==> src/rtl/mem_access_ctrl.sv <==
// mem_access_ctrl: data-memory access sequencer for the Minos pipeline.
// Single-outstanding valid/ack bus, lane steering, load extension, timeout.
module mem_access_ctrl #(
    parameter int unsigned TIMEOUT_CYC = 255
) (
    input  logic        CLK,
    input  logic        rst_n,
    input  logic        ReqValid,
    input  logic        ReqWE,
    input  logic [31:0] ReqAddr,
    input  logic [31:0] ReqWData,
    input  logic [1:0]  ReqWHBS,
    input  logic        ReqLS,
    output logic        Stall,
    output logic        BusReq,
    output logic        BusWE,
    output logic [31:0] BusAddr,
    output logic [31:0] BusWData,
    output logic [3:0]  BusStrb,
    input  logic        BusAck,
    input  logic [31:0] BusRData,
    output logic        LdValid,
    output logic [31:0] LdData,
    output logic        MisAlign,
    output logic        BusErr
);
    typedef enum logic [1:0] { IDLE, BUSY, DONE, ERR } state_e;

    localparam logic [8:0] TO_LIM = 9'(TIMEOUT_CYC);

    state_e      state_q, state_d;
    logic [7:0]  cnt_q, cnt_d;
    logic [1:0]  off_q;
    logic [1:0]  sz_q;
    logic        ls_q, we_q;

    logic        is_word, is_half, is_byte;
    logic        mis, accept, ack_busy, to_hit;
    logic [3:0]  req_strb;
    logic [31:0] req_wdata;
    logic [31:0] rd_sh, ld_ext;

    logic        busreq_q, busreq_d;
    logic        buswe_q, buswe_d;
    logic [31:0] busaddr_q, busaddr_d;
    logic [31:0] buswdata_q, buswdata_d;
    logic [3:0]  busstrb_q, busstrb_d;
    logic        ldvalid_q, ldvalid_d;
    logic [31:0] lddata_q, lddata_d;
    logic        misalign_q, misalign_d;
    logic        buserr_q, buserr_d;

    assign is_word  = ReqWHBS[1];
    assign is_half  = ~ReqWHBS[1] & ReqWHBS[0];
    assign is_byte  = ~ReqWHBS[1] & ~ReqWHBS[0];
    assign mis      = is_word ? (|ReqAddr[1:0]) : (is_half & ReqAddr[0]);
    assign accept   = (state_q == IDLE) & ReqValid;
    assign ack_busy = (state_q == BUSY) & BusAck;
    assign to_hit   = (TO_LIM != 9'd0) & (({1'b0, cnt_q} + 9'd1) == TO_LIM);

    // Stall is the only combinational output; reset drops it at once
    assign Stall = rst_n & (((state_q == IDLE) & ReqValid) | (state_q == BUSY));

    assign BusReq   = busreq_q;
    assign BusWE    = buswe_q;
    assign BusAddr  = busaddr_q;
    assign BusWData = buswdata_q;
    assign BusStrb  = busstrb_q;
    assign LdValid  = ldvalid_q;
    assign LdData   = lddata_q;
    assign MisAlign = misalign_q;
    assign BusErr   = buserr_q;

    // state register and BUSY-cycle timeout counter
    always_ff @(posedge CLK or negedge rst_n) begin
        if (!rst_n) begin
            state_q <= IDLE;
            cnt_q   <= '0;
        end else begin
            state_q <= state_d;
            cnt_q   <= cnt_d;
        end
    end

    // next-state decision; ack in the timeout cycle takes priority
    always_comb begin
        state_d = state_q;
        unique case (state_q)
            IDLE: if (ReqValid) state_d = mis ? ERR : BUSY;
            BUSY: begin
                if (BusAck)      state_d = DONE;
                else if (to_hit) state_d = ERR;
            end
            DONE: state_d = IDLE;
            ERR:  state_d = IDLE;
            default: state_d = IDLE;
        endcase
    end

    // count unacknowledged BUSY cycles, cleared on each new request
    always_comb begin
        cnt_d = cnt_q;
        if (accept)
            cnt_d = '0;
        else if ((state_q == BUSY) && !BusAck)
            cnt_d = cnt_q + 8'd1;
    end

    // keep request attributes needed while the access is in flight
    always_ff @(posedge CLK or negedge rst_n) begin
        if (!rst_n) begin
            off_q <= '0;
            sz_q  <= '0;
            ls_q  <= 1'b0;
            we_q  <= 1'b0;
        end else if (accept) begin
            off_q <= ReqAddr[1:0];
            sz_q  <= {is_word, is_half};
            ls_q  <= ReqLS;
            we_q  <= ReqWE;
        end
    end

    // byte-lane strobes and replicated store data for the incoming request
    always_comb begin
        req_strb  = 4'b0000;
        req_wdata = ReqWData;
        unique case (1'b1)
            is_word: begin
                req_strb  = 4'b1111;
                req_wdata = ReqWData;
            end
            is_half: begin
                req_strb  = ReqAddr[1] ? 4'b1100 : 4'b0011;
                req_wdata = {2{ReqWData[15:0]}};
            end
            is_byte: begin
                req_strb  = 4'b0001 << ReqAddr[1:0];
                req_wdata = {4{ReqWData[7:0]}};
            end
            default: ;
        endcase
    end

    assign rd_sh = BusRData >> {off_q, 3'b000};

    // pick the addressed lane of the read data and extend it
    always_comb begin
        ld_ext = BusRData;
        unique case (1'b1)
            sz_q[1]: ld_ext = BusRData;
            sz_q[0]: ld_ext = {{16{ls_q & rd_sh[15]}}, rd_sh[15:0]};
            default: ld_ext = {{24{ls_q & rd_sh[7]}}, rd_sh[7:0]};
        endcase
    end

    // next values of the registered outputs
    always_comb begin
        busreq_d   = (state_d == BUSY);
        buswe_d    = busreq_d & ((state_q == IDLE) ? ReqWE : we_q);
        busaddr_d  = busaddr_q;
        buswdata_d = buswdata_q;
        busstrb_d  = busstrb_q;
        if (accept && !mis) begin
            busaddr_d  = {ReqAddr[31:2], 2'b00};
            buswdata_d = req_wdata;
            busstrb_d  = req_strb;
        end
        ldvalid_d  = ack_busy & ~we_q;
        lddata_d   = ldvalid_d ? ld_ext : lddata_q;
        misalign_d = accept & mis;
        buserr_d   = (state_q == BUSY) & ~BusAck & to_hit;
    end

    // registered output stage
    always_ff @(posedge CLK or negedge rst_n) begin
        if (!rst_n) begin
            busreq_q   <= 1'b0;
            buswe_q    <= 1'b0;
            busaddr_q  <= '0;
            buswdata_q <= '0;
            busstrb_q  <= '0;
            ldvalid_q  <= 1'b0;
            lddata_q   <= '0;
            misalign_q <= 1'b0;
            buserr_q   <= 1'b0;
        end else begin
            busreq_q   <= busreq_d;
            buswe_q    <= buswe_d;
            busaddr_q  <= busaddr_d;
            buswdata_q <= buswdata_d;
            busstrb_q  <= busstrb_d;
            ldvalid_q  <= ldvalid_d;
            lddata_q   <= lddata_d;
            misalign_q <= misalign_d;
            buserr_q   <= buserr_d;
        end
    end

endmodule
==> config.mk <==
export PLATFORM = sky130hd
export DESIGN_NAME = mem_access_ctrl
export DESIGN_NICKNAME = d
export VERILOG_FILES = /design/src/rtl/mem_access_ctrl.sv
export SDC_FILE = /design/constraint.sdc
export NUM_CORES = 1
export LEC_CHECK = 0
export ABC_AREA = 1
export ABC_CLOCK_PERIOD_IN_PS = 2180
export CAP_MARGIN = 0
export CORE_AREA = 5 5 143 145
export CTS_BUF_LIST = sky130_fd_sc_hd__clkbuf_16
export CTS_CLUSTER_SIZE = 28
export DETAILED_ROUTE_END_ITERATION = 10
export DIE_AREA = 0 0 148 150
export PLACE_DENSITY = 0.61
export SLEW_MARGIN = 20
export SYNTH_ARGS = -nofsm -noshare
export SYNTH_HDL_FRONTEND = slang
export SYNTH_SLANG_ARGS = --single-unit
export TNS_END_PERCENT = 50
==> constraint.sdc <==
create_clock -name CLK -period 2.18 [get_ports CLK]
set_input_delay 0.436 -clock CLK [delete_from_list [all_inputs] [get_ports CLK]]
set_output_delay 0.436 -clock CLK [all_outputs]
set_load 0.01 [all_outputs]
## Word level (Yosys, flattened, before mapping)

Cells that the tools add are included.

| storage, ports and cells | value |
|---|---|
| input bits | 104 |
| bits in registers | 119 |
| output and inout port bits | 106 |

| cells by class | value |
|---|---|
| reductions and logical operators | 8 |
| mux-type cells | 13 |
| shifts and indexed selects | 2 |
| equal/unequal tests | 5 |
| bitwise operators | 18 |
| $add $sub $neg | 2 |

Operator list:

| kind | count |
|---|---|
| 32-bit case mux with 2 select lines | 2 |
| 32-bit by 5-bit right shift with 16-bit output | 1 |
| 8-bit two-way mux | 2 |
| 1-bit AND | 13 |
| 4-bit case mux with 3 select lines | 1 |
| 8-bit by 1-bit adder with 9-bit output, second input constant | 1 |
| 9-bit by 8-bit equality test with 1-bit output, second input constant | 1 |
| 8-bit by 1-bit adder with 8-bit output, second input constant | 1 |
| 2-bit two-way mux | 4 |
| 2-bit case mux with 3 select lines | 1 |
| 2-bit by 1-bit equality test with 1-bit output, second input constant | 2 |
| 2-bit equality test, second input constant | 2 |
| 4-bit two-way mux | 1 |
| 1-bit NOT | 4 |
| 2-bit OR reduction | 2 |
| 1-bit by 2-bit left shift with 4-bit output, first input constant | 1 |
| 1-bit logical AND | 2 |
| 1-bit logical NOT | 2 |
| 2-bit logical NOT | 1 |
| 1-bit two-way mux | 2 |
| 2-bit nonzero test | 1 |
| 1-bit OR | 1 |

## Longest topological paths before layout

| depth | value |
|---|---|
| word-level depth | 9 |
| mapped depth | 10 |

## Worst setup path after synthesis

Ideal clock, no wire load.

| timing | value |
|---|---|
| kind | register to output |
| from | reg state_q[0] |
| to | out Stall |
| path slack | 0.580 ns |
| arrival time | 1.164 ns |
| cell stages (with the launch flop) | 5 |
| required time | 1.744 ns |
| buffers on the path | 1 |
| cells stage by stage | dfrtp_1 > nor2_1 > nand2_1 > clkbuf_1 > a21boi_0 |

| on the way | value |
|---|---|
| word-level cells in the longest chain between the ends | 4 |

RTL lines:

| what | RTL line | source |
|---|---|---|
| start: declaration | 31 | `state_e state_q, state_d;` |
| start signal: assignment | 80 | `state_q <= state_d;` |
| 2-bit logical NOT | 62 | `assign Stall = rst_n & (((state_q == IDLE) & ReqValid) \| (state_q == BUSY));` |
| 1-bit AND | 62 |  |
| 1-bit OR (*) | 62 |  |
| 1-bit AND (*) | 62 |  |
| end: declaration | 14 | `output logic Stall,` |

Every way passes the cells marked *; elsewhere a longest branch is shown, timed or not.

## Worst setup path in the final report

Same ends and word-level chain as after synthesis.

==> results.yml <==
clock_tree:
  cts_made_buffers: 17
  cts-resized-gates: 1
  htree_num_levels: 4
  cts_setup_buffers: 0
  clock-sinks: 119
  cts-root-buf: "clkbuf_16"
  cts.clk_slew.worst_paths_ns: 0.05
  insertion_delay_ns: 0.41
  hold_buffers: 0
  cts_buffer_depth: 2
  cts_tree: "done"
route:
  drc: 0
  wl_um: 18320
  vias_per_cell: 4.659
  drt_iter0_markers: 287
  ant_nets: 0
  detail_route.wl_per_cell_um: 15.65
  firstDrtPassIters: 4
  vias: 5451
synthesis:
  syn_avg_cell_area_um2: 7.906
  syn-cell-area_mm2: 0.005629
  ys_types: 27
  ys.flop_type: "dfrtp_1"
  synth-seq-cells: 119
  ys_seq_area_share_pct: 52.90
  synth-edff-count: 0
  async_flop_share_pct: 100.0
  synth_cells: 712
  ys_warn_count: 0
  yosys-top-cells-area: "dfrtp_1 (53%), nand2_1 (15%), o21ai_0 (8.6%), a21oi_1 (5.2%), nand3_1 (3.6%)"
  synth_top_area_share_pct: 52.90
  yosysTopAreaCell: "dfrtp_1"
grt:
  grt_max_degree: 120
  groute.usage.overall_pct: 16.42
  antenna_found_initial: 0
  grt_pass1_wl_um: 28870
  gr-total-overflow: 0
  grt_pass1_vias: 5345
timing:
  slew_headroom_pct: 52.56
  min_period_ns: 1.964
  fmax_mhz: 509.1
  final_max_slew_viol_count: 0
  fin_skew_ns: 0.008227
  worst_pin_slew_ns: 0.7116
  min_period_over_period_pct: 90.10
  rsz0062_at_grt: "false"
  hold_viol: 0
  setup_violations: 0
  worst_slack_ns: 0.2158
worst_setup_path:
  crit_path_cell_trace: "nor2_1, nand2_1, a21boi_0, dlygate4sd2_1"
  cp_max_fo: 3
  reg2reg_from: "state_q[0]"
  start_kind: "register"
  critical_path_class: "reg -> out"
  cp_slowest_stage_delay_ns: 0.38
  r2r_setup_slack_ns: 0.36
  end_kind: "output pin"
  worstPathArrival_ns: 1.53
  r2r-end: "BusWData[17]"
  crit_required_ns: 1.74
  reg2reg_depth: 8
  crit_slowest_cell: "dfrtp_1"
layout:
  drive_gt1_share_pct: 6.438
  final_cells: 1170
  n_fill_cell: 1877
  syn_to_final_growth_pct: 51.74
  fin_nets: 1025
  diodes: 0
flow_run:
  cap_viol_max_count: 0
floorplanning:
  initial_core_util_pct: 29.50
  core_region_area_mm2: 0.01908
  fp.dieH_um: 150
  die_x_um: 148
  rows: 51
  io_pins: 210
  die_area_mm2: 0.02220
pwr:
  clkPwrFrac_pct: 24.2
  switchingPower_w: 0.004152
  combPwrFrac_pct: 43.3
  swShare_pct: 35.65
  p_leak_nw: 3.906
  p_int_w: 0.007494
  ir_worst_vdd_mv: 0.6369
  pwr-share-seq_pct: 32.5
  p_per_area_mw_per_mm2: 1363
placed_design:
  dpl.hpwl_um: 13160
  pre_cts_ws_ns: -0.06292
  dp_cells: 1138
  gp_congestion: 0.8021
  numPortBuffers: 207
min_path:
  min_path_type: "in -> async"
run_status:
  outcome: "complete, no violations"
## layout by cell type (no fill, tap or decap)
master / instances
nand2_1: 225
clkdlybuf4s50_1: 205
dfrtp_1: 119
o21ai_0: 97
a21oi_1: 59
nor2_1: 50
inv_1: 45
nand3_1: 41
buf_4: 21
clkbuf_16: 17
a31oi_1: 13
inv_2: 3
o21ai_1: 3
o22ai_1: 3
clkinvlp_4: 3
bufinv_16: 3
clkinv_4: 3
nand2_2: 2
xor2_1: 2
ha_1: 2
conb_1: 2
clkinv_1: 2
clkinv_2: 2
nand4_1: 1
nor2_4: 1
or2_4: 1
a21boi_0: 1
nand3_2: 1
nand2_4: 1
inv_4: 1
a22o_1: 1
dlygate4sd2_1: 1
buf_12: 1
## stage by stage
stage	cell area, µm²	TNS (ns)	util (%)	hold WS [ns]	total power, W
floorplan	5633	0	-	0.1404	0.006134
global placement	7954	-0.01902	41.69	0.4618	0.008891
detailed placement	7954	-0.3082	41.69	0.4639	0.008933
CTS	8542	0	44.77	0.1659	0.01182
global route	8542	0	44.77	0.1694	0.01251
finish	8542	0	44.77	0.09588	0.01165
## power groups by stage
| stage | clock network, W | logic, W | registers (W) |
|---|---|---|---|
| 6_report | 0.00282 | 0.00504 | 0.00379 |
| 5_1_grt | 0.00299 | 0.00558 | 0.00394 |
| 4_1_cts | 0.00288 | 0.00513 | 0.00380 |
| 3_5_place_dp | 0 | 0.00512 | 0.00381 |
| 3_3_place_gp | 0 | 0.00508 | 0.00381 |
| 2_1_floorplan | 0 | 0.00199 | 0.00415 |
## area by class of cell
class	instances	area, µm²	share of cell area (%)
clock buffers	17	425.4	4.980
clock inverters	15	163.9	1.919
inverters	47	178.9	2.095
multi-input cells	506	2260	26.45
flip-flops and latches	119	2978	34.86
well taps	238	297.8	3.486
repair buffers	228	2238	26.20
## kinds of logic (layout without fill, tap and decap cells)
kind of cell	after synthesis	count (layout)	share of synthesized area (%)
simple gates	323	323	23.05
xor+xnor	2	2	0.3112
flops	119	119	52.90
fa+ha+maj	2	2	0.4445
other cells	1	2	0.06662
compound gates	177	177	16.20
buf+inv	88	307	7.024
## registers in the layout, indices dropped and copies added, names as in the netlist
name / flops
LdData: 32
off_q: 2
BusWData: 32
state_q: 2
we_q: 1
ls_q: 1
MisAlign: 1
LdValid: 1
BusReq: 1
sz_q: 2
BusAddr: 30
BusStrb: 4
BusWE: 1
cnt_q: 8
BusErr: 1
## how the worst max path moves through the flow
stage / startpoint / endpoint / slack, ns / cells past startpoint
3_5_place_dp: ReqWHBS[1] / BusWData[17] / -0.06 / 7
5_1_grt: state_q[0] / Stall / 0.08 / 4
2_1_floorplan: state_q[0] / Stall / 0.58 / 4
6_report: state_q[0] / Stall / 0.22 / 4
3_3_place_gp: ReqValid / Stall / -0.02 / 4
4_1_cts: state_q[0] / Stall / 0.18 / 4
## cells in the mapped netlist, types with 3 or more instances
library cell	number
o21ai_1	3
buf_6	3
nor2_1	50
clkbuf_1	14
buf_4	4
a21oi_1	59
dfrtp_1	119
o21ai_0	97
o22ai_1	3
buf_2	20
nand3_1	41
inv_1	43
inv_2	3
nand2_1	225
a31oi_1	13
## critical path: cells and delay by family (launching register included)
family	cells	cell delay [ns]
flip-flops	1	0.38
buffers and inverters	1	0.30
AND/OR/NAND/NOR	2	0.27
AO/OA/AOI/OAI	1	0.17
## per-layer routing
layer / up-vias / part of all wire, % / track usage [%]
met4: 0 / 1.5 / 5.358
li1: 2725 / - / -
met1: 2522 / 44 / 21.00
met3: 21 / 8.5 / 6.299
met5: - / 0 / 0
met2: 183 / 46 / 25.69
Power figures use the tool's default switching activity.
